### src/rtl/axi4_merge_pkg.sv
// Shared types and constants for the AXI4 write-burst merger.
//   state_e   : merge FSM states (IDLE, COLLECT, FLUSH)
//   RESP_*    : AXI response encodings
//   MIN_MAX   : smallest legal value of the MAX parameter
package axi4_merge_pkg;

    typedef enum logic [1:0] {
        IDLE    = 2'd0,
        COLLECT = 2'd1,
        FLUSH   = 2'd2
    } state_e;

    localparam logic [1:0] RESP_OKAY   = 2'b00;
    localparam logic [1:0] RESP_SLVERR = 2'b10;

    localparam int MIN_MAX = 2;

endpackage

### src/rtl/axi4_merge_wr_bsplit.sv
// Fans one master B response out into one slave B response per sub-burst.
//   sub_push_i/sub_id_i/sub_full_o : per-sub-burst ID queue (filled on s_AW)
//   grp_push_i/grp_cnt_i/grp_full_o: sub-bursts per merged burst (filled on flush)
//   s_bvalid_o/s_bready_i/s_bid_o/s_bresp_o : slave B channel
//   m_bvalid_i/m_bready_o/m_bresp_i         : master B channel
module axi4_merge_wr_bsplit #(
    parameter int IDSIZE = 4,
    parameter int MAX    = 8
) (
    input  logic                     clk,
    input  logic                     rst_n,
    input  logic                     sub_push_i,
    input  logic [IDSIZE-1:0]        sub_id_i,
    output logic                     sub_full_o,
    input  logic                     grp_push_i,
    input  logic [$clog2(MAX+1)-1:0] grp_cnt_i,
    output logic                     grp_full_o,
    output logic                     s_bvalid_o,
    input  logic                     s_bready_i,
    output logic [IDSIZE-1:0]        s_bid_o,
    output logic [1:0]               s_bresp_o,
    input  logic                     m_bvalid_i,
    output logic                     m_bready_o,
    input  logic [1:0]               m_bresp_i
);
    localparam int CW = $clog2(MAX + 1);

    logic          sub_empty, grp_empty, sb_hs, grp_last;
    logic [CW-1:0] grp_head, bsub_cnt_q;

    common_fifo #(.WIDTH(IDSIZE), .DEPTH(2 * MAX)) u_sub_fifo (
        .clk(clk), .rst_n(rst_n), .push_i(sub_push_i), .din_i(sub_id_i),
        .pop_i(sb_hs), .dout_o(s_bid_o), .full_o(sub_full_o), .empty_o(sub_empty)
    );

    common_fifo #(.WIDTH(CW), .DEPTH(4)) u_bgrp_fifo (
        .clk(clk), .rst_n(rst_n), .push_i(grp_push_i), .din_i(grp_cnt_i),
        .pop_i(m_bready_o), .dout_o(grp_head), .full_o(grp_full_o), .empty_o(grp_empty)
    );

    assign s_bvalid_o = m_bvalid_i && !sub_empty;
    assign s_bresp_o  = m_bresp_i;
    assign sb_hs      = s_bvalid_o && s_bready_i;
    // The master response is held until the last sub-response of its group goes out.
    assign grp_last   = !grp_empty && (bsub_cnt_q == grp_head - CW'(1));
    assign m_bready_o = sb_hs && grp_last;

    always_ff @(posedge clk or negedge rst_n) begin
        if (!rst_n)     bsub_cnt_q <= '0;
        else if (sb_hs) bsub_cnt_q <= grp_last ? '0 : bsub_cnt_q + CW'(1);
    end

endmodule

### src/rtl/common_fifo.sv
// Synchronous show-ahead FIFO used by the burst mergers.
//   clk, rst_n      : clock, async active-low reset
//   push_i, din_i   : write strobe and data (ignored when full)
//   pop_i           : read strobe (ignored when empty)
//   dout_o          : head entry, valid whenever empty_o is low
//   full_o, empty_o : occupancy flags
module common_fifo #(
    parameter int WIDTH = 8,
    parameter int DEPTH = 4
) (
    input  logic             clk,
    input  logic             rst_n,
    input  logic             push_i,
    input  logic [WIDTH-1:0] din_i,
    input  logic             pop_i,
    output logic [WIDTH-1:0] dout_o,
    output logic             full_o,
    output logic             empty_o
);
    localparam int PW = (DEPTH > 1) ? $clog2(DEPTH) : 1;
    localparam int CW = $clog2(DEPTH + 1);

    logic [WIDTH-1:0] mem_q [DEPTH];
    logic [PW-1:0]    wr_ptr_q, rd_ptr_q;
    logic [CW-1:0]    count_q;
    logic             do_push, do_pop;

    assign full_o  = (count_q == CW'(DEPTH));
    assign empty_o = (count_q == '0);
    assign do_push = push_i && !full_o;
    assign do_pop  = pop_i && !empty_o;
    assign dout_o  = mem_q[rd_ptr_q];

    // Pointers wrap explicitly so DEPTH need not be a power of two.
    function automatic logic [PW-1:0] ptr_inc(input logic [PW-1:0] p);
        return (p == PW'(DEPTH - 1)) ? '0 : p + PW'(1);
    endfunction

    // NOTE: sequential state uses non-blocking assignments so every flop samples pre-edge values.
    always_ff @(posedge clk or negedge rst_n) begin
        if (!rst_n) begin
            wr_ptr_q <= '0;
            rd_ptr_q <= '0;
            count_q  <= '0;
        end else begin
            if (do_push) wr_ptr_q <= ptr_inc(wr_ptr_q);
            if (do_pop)  rd_ptr_q <= ptr_inc(rd_ptr_q);
            count_q <= count_q + CW'(do_push) - CW'(do_pop);
        end
    end

    // NOTE: storage is not reset; the occupancy count alone decides what is valid.
    always_ff @(posedge clk) begin
        if (do_push) mem_q[wr_ptr_q] <= din_i;
    end

endmodule

### src/rtl/axi4_merge_wr.sv
// AXI4 write-burst merger: joins address-contiguous slave AW bursts into one
// master burst, passes W through with a regenerated m_wlast, and splits the
// master B response back into one response per original sub-burst.
//   axi_aclk, axi_aresetn       : clock, async active-low reset
//   s_aw*, s_w*, s_b*           : slave-side AW / W / B channels
//   m_aw*, m_w*, m_b*           : master-side AW / W / B channels (m_awid = 0)
//   err_wlast                   : sticky flag, s_wlast disagreed with sub-burst length
// Build option: define AXI4_MERGE_WR_WLAST_CHECK_EN to enable the s_wlast checker.
module axi4_merge_wr
    import axi4_merge_pkg::*;
#(
    parameter int ASIZE   = 32,
    parameter int LSIZE   = 8,
    parameter int IDSIZE  = 4,
    parameter int DSIZE   = 32,
    parameter int MAX     = 8,
    parameter int TIMEOUT = 63
) (
    input  logic              axi_aclk,
    input  logic              axi_aresetn,
    input  logic              s_awvalid,
    output logic              s_awready,
    input  logic [ASIZE-1:0]  s_awaddr,
    input  logic [LSIZE-1:0]  s_awlen,
    input  logic [IDSIZE-1:0] s_awid,
    input  logic              s_wvalid,
    output logic              s_wready,
    input  logic [DSIZE-1:0]  s_wdata,
    input  logic              s_wlast,
    output logic              s_bvalid,
    input  logic              s_bready,
    output logic [IDSIZE-1:0] s_bid,
    output logic [1:0]        s_bresp,
    output logic              m_awvalid,
    input  logic              m_awready,
    output logic [ASIZE-1:0]  m_awaddr,
    output logic [LSIZE-1:0]  m_awlen,
    output logic [IDSIZE-1:0] m_awid,
    output logic              m_wvalid,
    input  logic              m_wready,
    output logic [DSIZE-1:0]  m_wdata,
    output logic              m_wlast,
    input  logic              m_bvalid,
    output logic              m_bready,
    input  logic [1:0]        m_bresp,
    output logic              err_wlast
);
    localparam int CW = $clog2(MAX + 1);
    localparam int TW = $clog2(TIMEOUT + 2);

    if (MAX < MIN_MAX) begin : g_max_check
        $error("axi4_merge_wr: MAX must be at least %0d", MIN_MAX);
    end

    state_e           state_q, state_d;
    logic [ASIZE-1:0] base_addr_q, base_addr_d, end_addr_q, end_addr_d;
    logic [LSIZE-1:0] tot_len_q, tot_len_d, beat_cnt_q, wlen_head;
    logic [CW-1:0]    cnt_q, cnt_d;
    logic [TW-1:0]    timer_q, timer_d;
    logic [LSIZE:0]   len_sum;
    logic [ASIZE+LSIZE-1:0] aw_head;
    logic can_join, aw_rdy, aw_hs, w_hs, flush_push;
    logic sub_full, aw_full, aw_empty, wlen_full, wlen_empty, grp_full;

    // Merged length must still fit in LSIZE bits: carry-out of the sum means overflow.
    assign len_sum  = {1'b0, tot_len_q} + {1'b0, s_awlen} + (LSIZE + 1)'(1);
    assign can_join = s_awvalid && (s_awaddr == end_addr_q + ASIZE'(1))
                      && (cnt_q < CW'(MAX)) && !len_sum[LSIZE];

    // NOTE: every always_comb output gets a default first so no path infers a latch.
    always_comb begin
        state_d     = state_q;
        base_addr_d = base_addr_q;
        end_addr_d  = end_addr_q;
        tot_len_d   = tot_len_q;
        cnt_d       = cnt_q;
        timer_d     = timer_q;
        aw_rdy      = 1'b0;
        flush_push  = 1'b0;
        case (state_q)
            IDLE: begin
                aw_rdy = !sub_full;
                if (s_awvalid && aw_rdy) begin
                    base_addr_d = s_awaddr;
                    tot_len_d   = s_awlen;
                    end_addr_d  = s_awaddr + ASIZE'(s_awlen);
                    cnt_d       = CW'(1);
                    timer_d     = '0;
                    state_d     = COLLECT;
                end
            end
            COLLECT: begin
                aw_rdy = can_join && !sub_full;
                if (s_awvalid && aw_rdy) begin
                    tot_len_d  = len_sum[LSIZE-1:0];
                    end_addr_d = s_awaddr + ASIZE'(s_awlen);
                    cnt_d      = cnt_q + CW'(1);
                    timer_d    = '0;
                end else if ((s_awvalid && !can_join) || (cnt_q == CW'(MAX))
                             || (timer_q == TW'(TIMEOUT))) begin
                    state_d = FLUSH;
                end else begin
                    timer_d = timer_q + TW'(1);
                end
            end
            FLUSH: begin
                if (!aw_full && !wlen_full && !grp_full) begin
                    flush_push = 1'b1;
                    state_d    = IDLE;
                end
            end
            default: state_d = IDLE;
        endcase
    end

    always_ff @(posedge axi_aclk or negedge axi_aresetn) begin
        if (!axi_aresetn) begin
            state_q     <= IDLE;
            base_addr_q <= '0;
            end_addr_q  <= '0;
            tot_len_q   <= '0;
            cnt_q       <= '0;
            timer_q     <= '0;
        end else begin
            state_q     <= state_d;
            base_addr_q <= base_addr_d;
            end_addr_q  <= end_addr_d;
            tot_len_q   <= tot_len_d;
            cnt_q       <= cnt_d;
            timer_q     <= timer_d;
        end
    end

    // Gated by reset so the slave never sees AW ready while reset is asserted.
    assign s_awready = axi_aresetn && aw_rdy;
    assign aw_hs     = s_awvalid && s_awready;

    common_fifo #(.WIDTH(ASIZE + LSIZE), .DEPTH(4)) u_aw_fifo (
        .clk(axi_aclk), .rst_n(axi_aresetn), .push_i(flush_push),
        .din_i({base_addr_q, tot_len_q}), .pop_i(m_awvalid && m_awready),
        .dout_o(aw_head), .full_o(aw_full), .empty_o(aw_empty)
    );

    assign m_awvalid = !aw_empty;
    assign m_awaddr  = aw_head[ASIZE+LSIZE-1:LSIZE];
    assign m_awlen   = aw_head[LSIZE-1:0];
    assign m_awid    = '0;

    common_fifo #(.WIDTH(LSIZE), .DEPTH(4)) u_wlen_fifo (
        .clk(axi_aclk), .rst_n(axi_aresetn), .push_i(flush_push),
        .din_i(tot_len_q), .pop_i(w_hs && m_wlast),
        .dout_o(wlen_head), .full_o(wlen_full), .empty_o(wlen_empty)
    );

    // W is held back until its merged burst has been flushed into wlen_fifo.
    assign m_wvalid = s_wvalid && !wlen_empty;
    assign s_wready = m_wready && !wlen_empty;
    assign m_wdata  = s_wdata;
    assign m_wlast  = !wlen_empty && (beat_cnt_q == wlen_head);
    assign w_hs     = m_wvalid && m_wready;

    always_ff @(posedge axi_aclk or negedge axi_aresetn) begin
        if (!axi_aresetn) beat_cnt_q <= '0;
        else if (w_hs)    beat_cnt_q <= m_wlast ? '0 : beat_cnt_q + LSIZE'(1);
    end

    axi4_merge_wr_bsplit #(.IDSIZE(IDSIZE), .MAX(MAX)) u_bsplit (
        .clk(axi_aclk), .rst_n(axi_aresetn),
        .sub_push_i(aw_hs), .sub_id_i(s_awid), .sub_full_o(sub_full),
        .grp_push_i(flush_push), .grp_cnt_i(cnt_q), .grp_full_o(grp_full),
        .s_bvalid_o(s_bvalid), .s_bready_i(s_bready), .s_bid_o(s_bid), .s_bresp_o(s_bresp),
        .m_bvalid_i(m_bvalid), .m_bready_o(m_bready), .m_bresp_i(m_bresp)
    );

`ifdef AXI4_MERGE_WR_WLAST_CHECK_EN
    // chk_fifo never outgrows sub_fifo (W drains before B), so it needs no backpressure.
    logic [LSIZE-1:0] chk_head, chk_beat_q;
    logic             chk_empty, unused_chk_full, sub_end, err_q;

    common_fifo #(.WIDTH(LSIZE), .DEPTH(2 * MAX)) u_chk_fifo (
        .clk(axi_aclk), .rst_n(axi_aresetn), .push_i(aw_hs), .din_i(s_awlen),
        .pop_i(w_hs && sub_end), .dout_o(chk_head), .full_o(unused_chk_full),
        .empty_o(chk_empty)
    );

    assign sub_end = !chk_empty && (chk_beat_q == chk_head);

    always_ff @(posedge axi_aclk or negedge axi_aresetn) begin
        if (!axi_aresetn) begin
            chk_beat_q <= '0;
            err_q      <= 1'b0;
        end else if (w_hs) begin
            chk_beat_q <= sub_end ? '0 : chk_beat_q + LSIZE'(1);
            if (s_wlast != sub_end) err_q <= 1'b1;
        end
    end

    assign err_wlast = err_q;
`else
    logic unused_wlast;
    assign unused_wlast = s_wlast;
    assign err_wlast    = 1'b0;
`endif

endmodule

### config.mk
export PLATFORM = sky130hd
export DESIGN_NAME = axi4_merge_wr
export DESIGN_NICKNAME = d
export VERILOG_FILES = /design/src/rtl/axi4_merge_pkg.sv /design/src/rtl/axi4_merge_wr_bsplit.sv /design/src/rtl/common_fifo.sv /design/src/rtl/axi4_merge_wr.sv
export SDC_FILE = /design/constraint.sdc
export NUM_CORES = 1
export LEC_CHECK = 0
export ABC_AREA = 1
export BUFFER_PORTS_ARGS = -buffer_cell sky130_fd_sc_hd__buf_2
export CAP_MARGIN = 20
export CORE_MARGIN = 2
export CORE_UTILIZATION = 36
export DETAILED_ROUTE_END_ITERATION = 6
export PLACE_DENSITY_LB_ADDON = 0.05
export SETUP_SLACK_MARGIN = 0.1
export SYNTH_ARGS = -nofsm -noshare
export SYNTH_HDL_FRONTEND = slang
export SYNTH_SLANG_ARGS = --single-unit
export TNS_END_PERCENT = 100
### constraint.sdc
create_clock -name axi_aclk -period 4.85 [get_ports axi_aclk]
set_input_delay 0.485 -clock axi_aclk [delete_from_list [all_inputs] [get_ports axi_aclk]]
set_output_delay 0.485 -clock axi_aclk [all_outputs]
set_load 0.02 [all_outputs]
==> impl_metrics.json <==
{
  "cts_tree": "done",
  "clockRootBuffer": "clkbuf_16",
  "status": "completed",
  "fin_area_mm2": 0.0219,
  "grt_max_degree": 66,
  "clkSinkCount": 403,
  "antenna_found_initial": 4,
  "drt_iter0_markers": 750,
  "fmax_mhz": 242,
  "wirelength_mm": 50.9,
  "core-area_mm2": 0.0528,
  "hold_viol": 0,
  "place_area_mm2": 0.0203,
  "drc": 0,
  "worstPathMaxFanout": 24,
  "wl_met1_mm": 24.4,
  "grt_pass1_wl_mm": 79.3,
  "clk_latency_ns": 0.57,
  "track_usage_pct": 18.4,
  "path_class": "register to register",
  "ir_drop_mv": 0.390,
  "wl_per_cell_um": 18.7,
  "hold_class": "input pin to register",
  "min_period_ns": 4.13,
  "area_growth_syn_to_layout_pct": 13.2,
  "postCtsSetupRepairBufs": 0,
  "vias": 13553,
  "mostFrequentLayoutCell": "nand2_1",
  "rsz0062_at_grt": "false",
  "vias_per_cell": 4.98,
  "port_buffers": 102,
  "setup_viol": 0,
  "skew_ns": 0.0135,
  "rows": 84,
  "min_period_over_period_pct": 85.1,
  "arrival_ns": 4.62,
  "slew_violations": 0,
  "ys_ff_latch": 403,
  "syn_avg_cell_area_um2": 10.0,
  "top_layer": "met4",
  "synth_area_mm2": 0.0193,
  "synth.distinct_cells": 46,
  "ios": 177,
  "synth_edf_count": 272,
  "final_cell_mix": "365 x nand2_1, 272 x edfxtp_1, 221 x nor2_1, 200 x o21ai_0, 155 x inv_1",
  "dieWidth_um": 236,
  "cp-start-kind": "register",
  "worst_slack_ns": 0.725,
  "slew_headroom_pct": 37.3,
  "clockBufferDepth": 3,
  "postCtsHoldBufs": 1,
  "clkTransAtPathRegs_ns": 0.06,
  "yosysSeqAreaShare_pct": 59.2,
  "required_ns": 5.34,
  "p_leak_uw": 0.00882,
  "nFillCells": 5190,
  "max_cap_violations": 0,
  "dieHeight_um": 236,
  "dr_wl_met3_mm": 2.13,
  "grt_overflow_total": 0,
  "synthFlopType": "edfxtp_1",
  "design_power_total_uw": 13400,
  "drive_gt1_share_pct": 10.9,
  "initial_utilization_pct": 36.6,
  "power.density_mw_per_mm2": 613,
  "grt_pass1_vias": 13285,
  "synthArstFlopShare_pct": 32.5,
  "critPathCaptureType": "register",
  "wl_met2_mm": 23.3,
  "worst_pin_slew_ns": 0.940,
  "die_area_mm2": 0.0555,
  "ant_nets": 0,
  "cts_buffers": 46,
  "hpwl_mm": 33.7,
  "routabilityCongestion": 0.837,
  "cts-htree-levels": 2,
  "firstDrtPassIters": 5,
  "setup_tns_ns": 0,
  "yosysWarnings": 0,
  "cts-resized-gates": 0,
  "layout.nets": 2141,
  "dp_slack_ns": 0.624,
  "netlist_instances": 1923
}
==> worst paths after layout <==
path | startpoint | end | slack [ns] | depth (start not counted)
worst min register to register | beat_cnt_q[2] | beat_cnt_q[2] | 0.45 | 1
min in group asynchronous | axi_aresetn | base_addr_q[0] | 0.35 | 2
worst min-delay path | s_awaddr[11] | base_addr_q[11] | 0.23 | 3
max in group asynchronous | axi_aresetn | u_bsplit.u_sub_fifo.count_q[4] | 3.29 | 3
worst max register to register | tot_len_q[0] | u_bsplit.u_sub_fifo.count_q[4] | 0.72 | 21
worst max-delay path | tot_len_q[0] | u_bsplit.u_sub_fifo.count_q[4] | 0.72 | 21
==> cell type report <==
| class | count | area, um^2 | area share [%] |
|---|---|---|---|
| Sequential cell | 403 | 11400 | 52.3 |
| Multi-Input combinational cell | 1255 | 6720 | 30.7 |
| Clock buffer | 67 | 1340 | 6.13 |
| Tap cell | 688 | 861 | 3.94 |
| Timing Repair Buffer | 124 | 697 | 3.19 |
| Inverter | 163 | 612 | 2.80 |
| Clock inverter | 18 | 190 | 0.870 |
| Antenna cell | 2 | 5.00 | 0.0229 |
==> metrics by stage <==
step	instances	util [%]	hold slack, ns
floorplan	1927	-	0.189
global placement	2632	38.5	0.384
detailed placement	2632	38.5	0.382
CTS	2718	41.4	0.185
global route	2720	41.5	0.212
finish	2720	41.5	0.231
==> critical path: stages, from the launching register on <==
cell and delay, ns:
dfrtp_1 0.47, inv_1 0.12, ha_1 0.14, inv_1 0.06, fa_1 0.42, nand4_1 0.12, nand3_1 0.09, nand2_1 0.09
nand2_1 0.05, nand2_1 0.13, nand4_1 0.18, nor2_2 0.20, nand2_1 0.14, nand2_1 0.13, nand3b_4 0.24, ha_1 0.37
inv_1 0.06, ha_1 0.15, inv_1 0.05, fa_1 0.40, o21ai_0 0.27, xor2_1 0.16
==> registers in the layout (all words and copies together), names as in the netlist, 5 cells and up <==
| signal | count |
|---|---|
| base_addr_q | 32 |
| u_bsplit.u_sub_fifo.mem_q | 64 |
| tot_len_q | 8 |
| u_wlen_fifo.mem_q | 32 |
| u_bsplit.u_sub_fifo.count_q | 5 |
| timer_q | 7 |
| u_bsplit.u_bgrp_fifo.mem_q | 16 |
| beat_cnt_q | 8 |
| end_addr_q | 32 |
| u_aw_fifo.mem_q | 160 |
==> power breakdown <==
part           leakage, uW  switching [uW]  internal, uW
clock             0.000755            1390          2120
sequential         0.00409             728          4620
combinational      0.00398            3040          1510
total              0.00882            5150          8260
==> metal layers <==
layer	vias up	GRT usage, %
met5	-	0
met4	0	4.86
met3	68	2.91
met2	256	29.1
met1	6599	26.3
li1	6630	-
==> cells by family (layout without fill, tap and decap cells) <==
group           count (synthesis)  after routing  share of synthesized area (%)
compound gates                316            316                           8.98
buf+inv                       269            372                           6.28
flops                         403            403                           59.2
other cells                     1              7                         0.0194
xor+xnor                      100            100                           4.53
fa+ha+maj                      61             61                           4.18
simple gates                  773            773                           16.8
==> synthesized netlist by cell type (4+ instances only) <==
| master | count | area share [%] |
|---|---|---|
| a21oi_1 | 27 | 0.70 |
| a32o_1 | 6 | 0.31 |
| buf_1 | 4 | 0.078 |
| buf_2 | 4 | 0.10 |
| buf_4 | 41 | 1.6 |
| buf_6 | 6 | 0.35 |
| clkbuf_1 | 51 | 0.99 |
| clkinv_1 | 5 | 0.097 |
| dfrtp_1 | 131 | 17 |
| edfxtp_1 | 272 | 42 |
| fa_1 | 6 | 0.62 |
| ha_1 | 55 | 3.6 |
| inv_1 | 156 | 3.0 |
| nand2_1 | 367 | 7.1 |
| nand2_2 | 4 | 0.13 |
| nand3_1 | 93 | 2.4 |
| nand4_1 | 20 | 0.65 |
| nor2_1 | 225 | 4.4 |
| nor2_2 | 7 | 0.23 |
| nor2_4 | 5 | 0.29 |
| nor3_1 | 38 | 0.98 |
| nor4_1 | 4 | 0.13 |
| o21ai_0 | 200 | 5.2 |
| o21ai_1 | 6 | 0.16 |
| o22ai_1 | 60 | 1.9 |
| xnor2_1 | 38 | 1.7 |
| xor2_1 | 62 | 2.8 |
(Power assumes the default switching activity.)
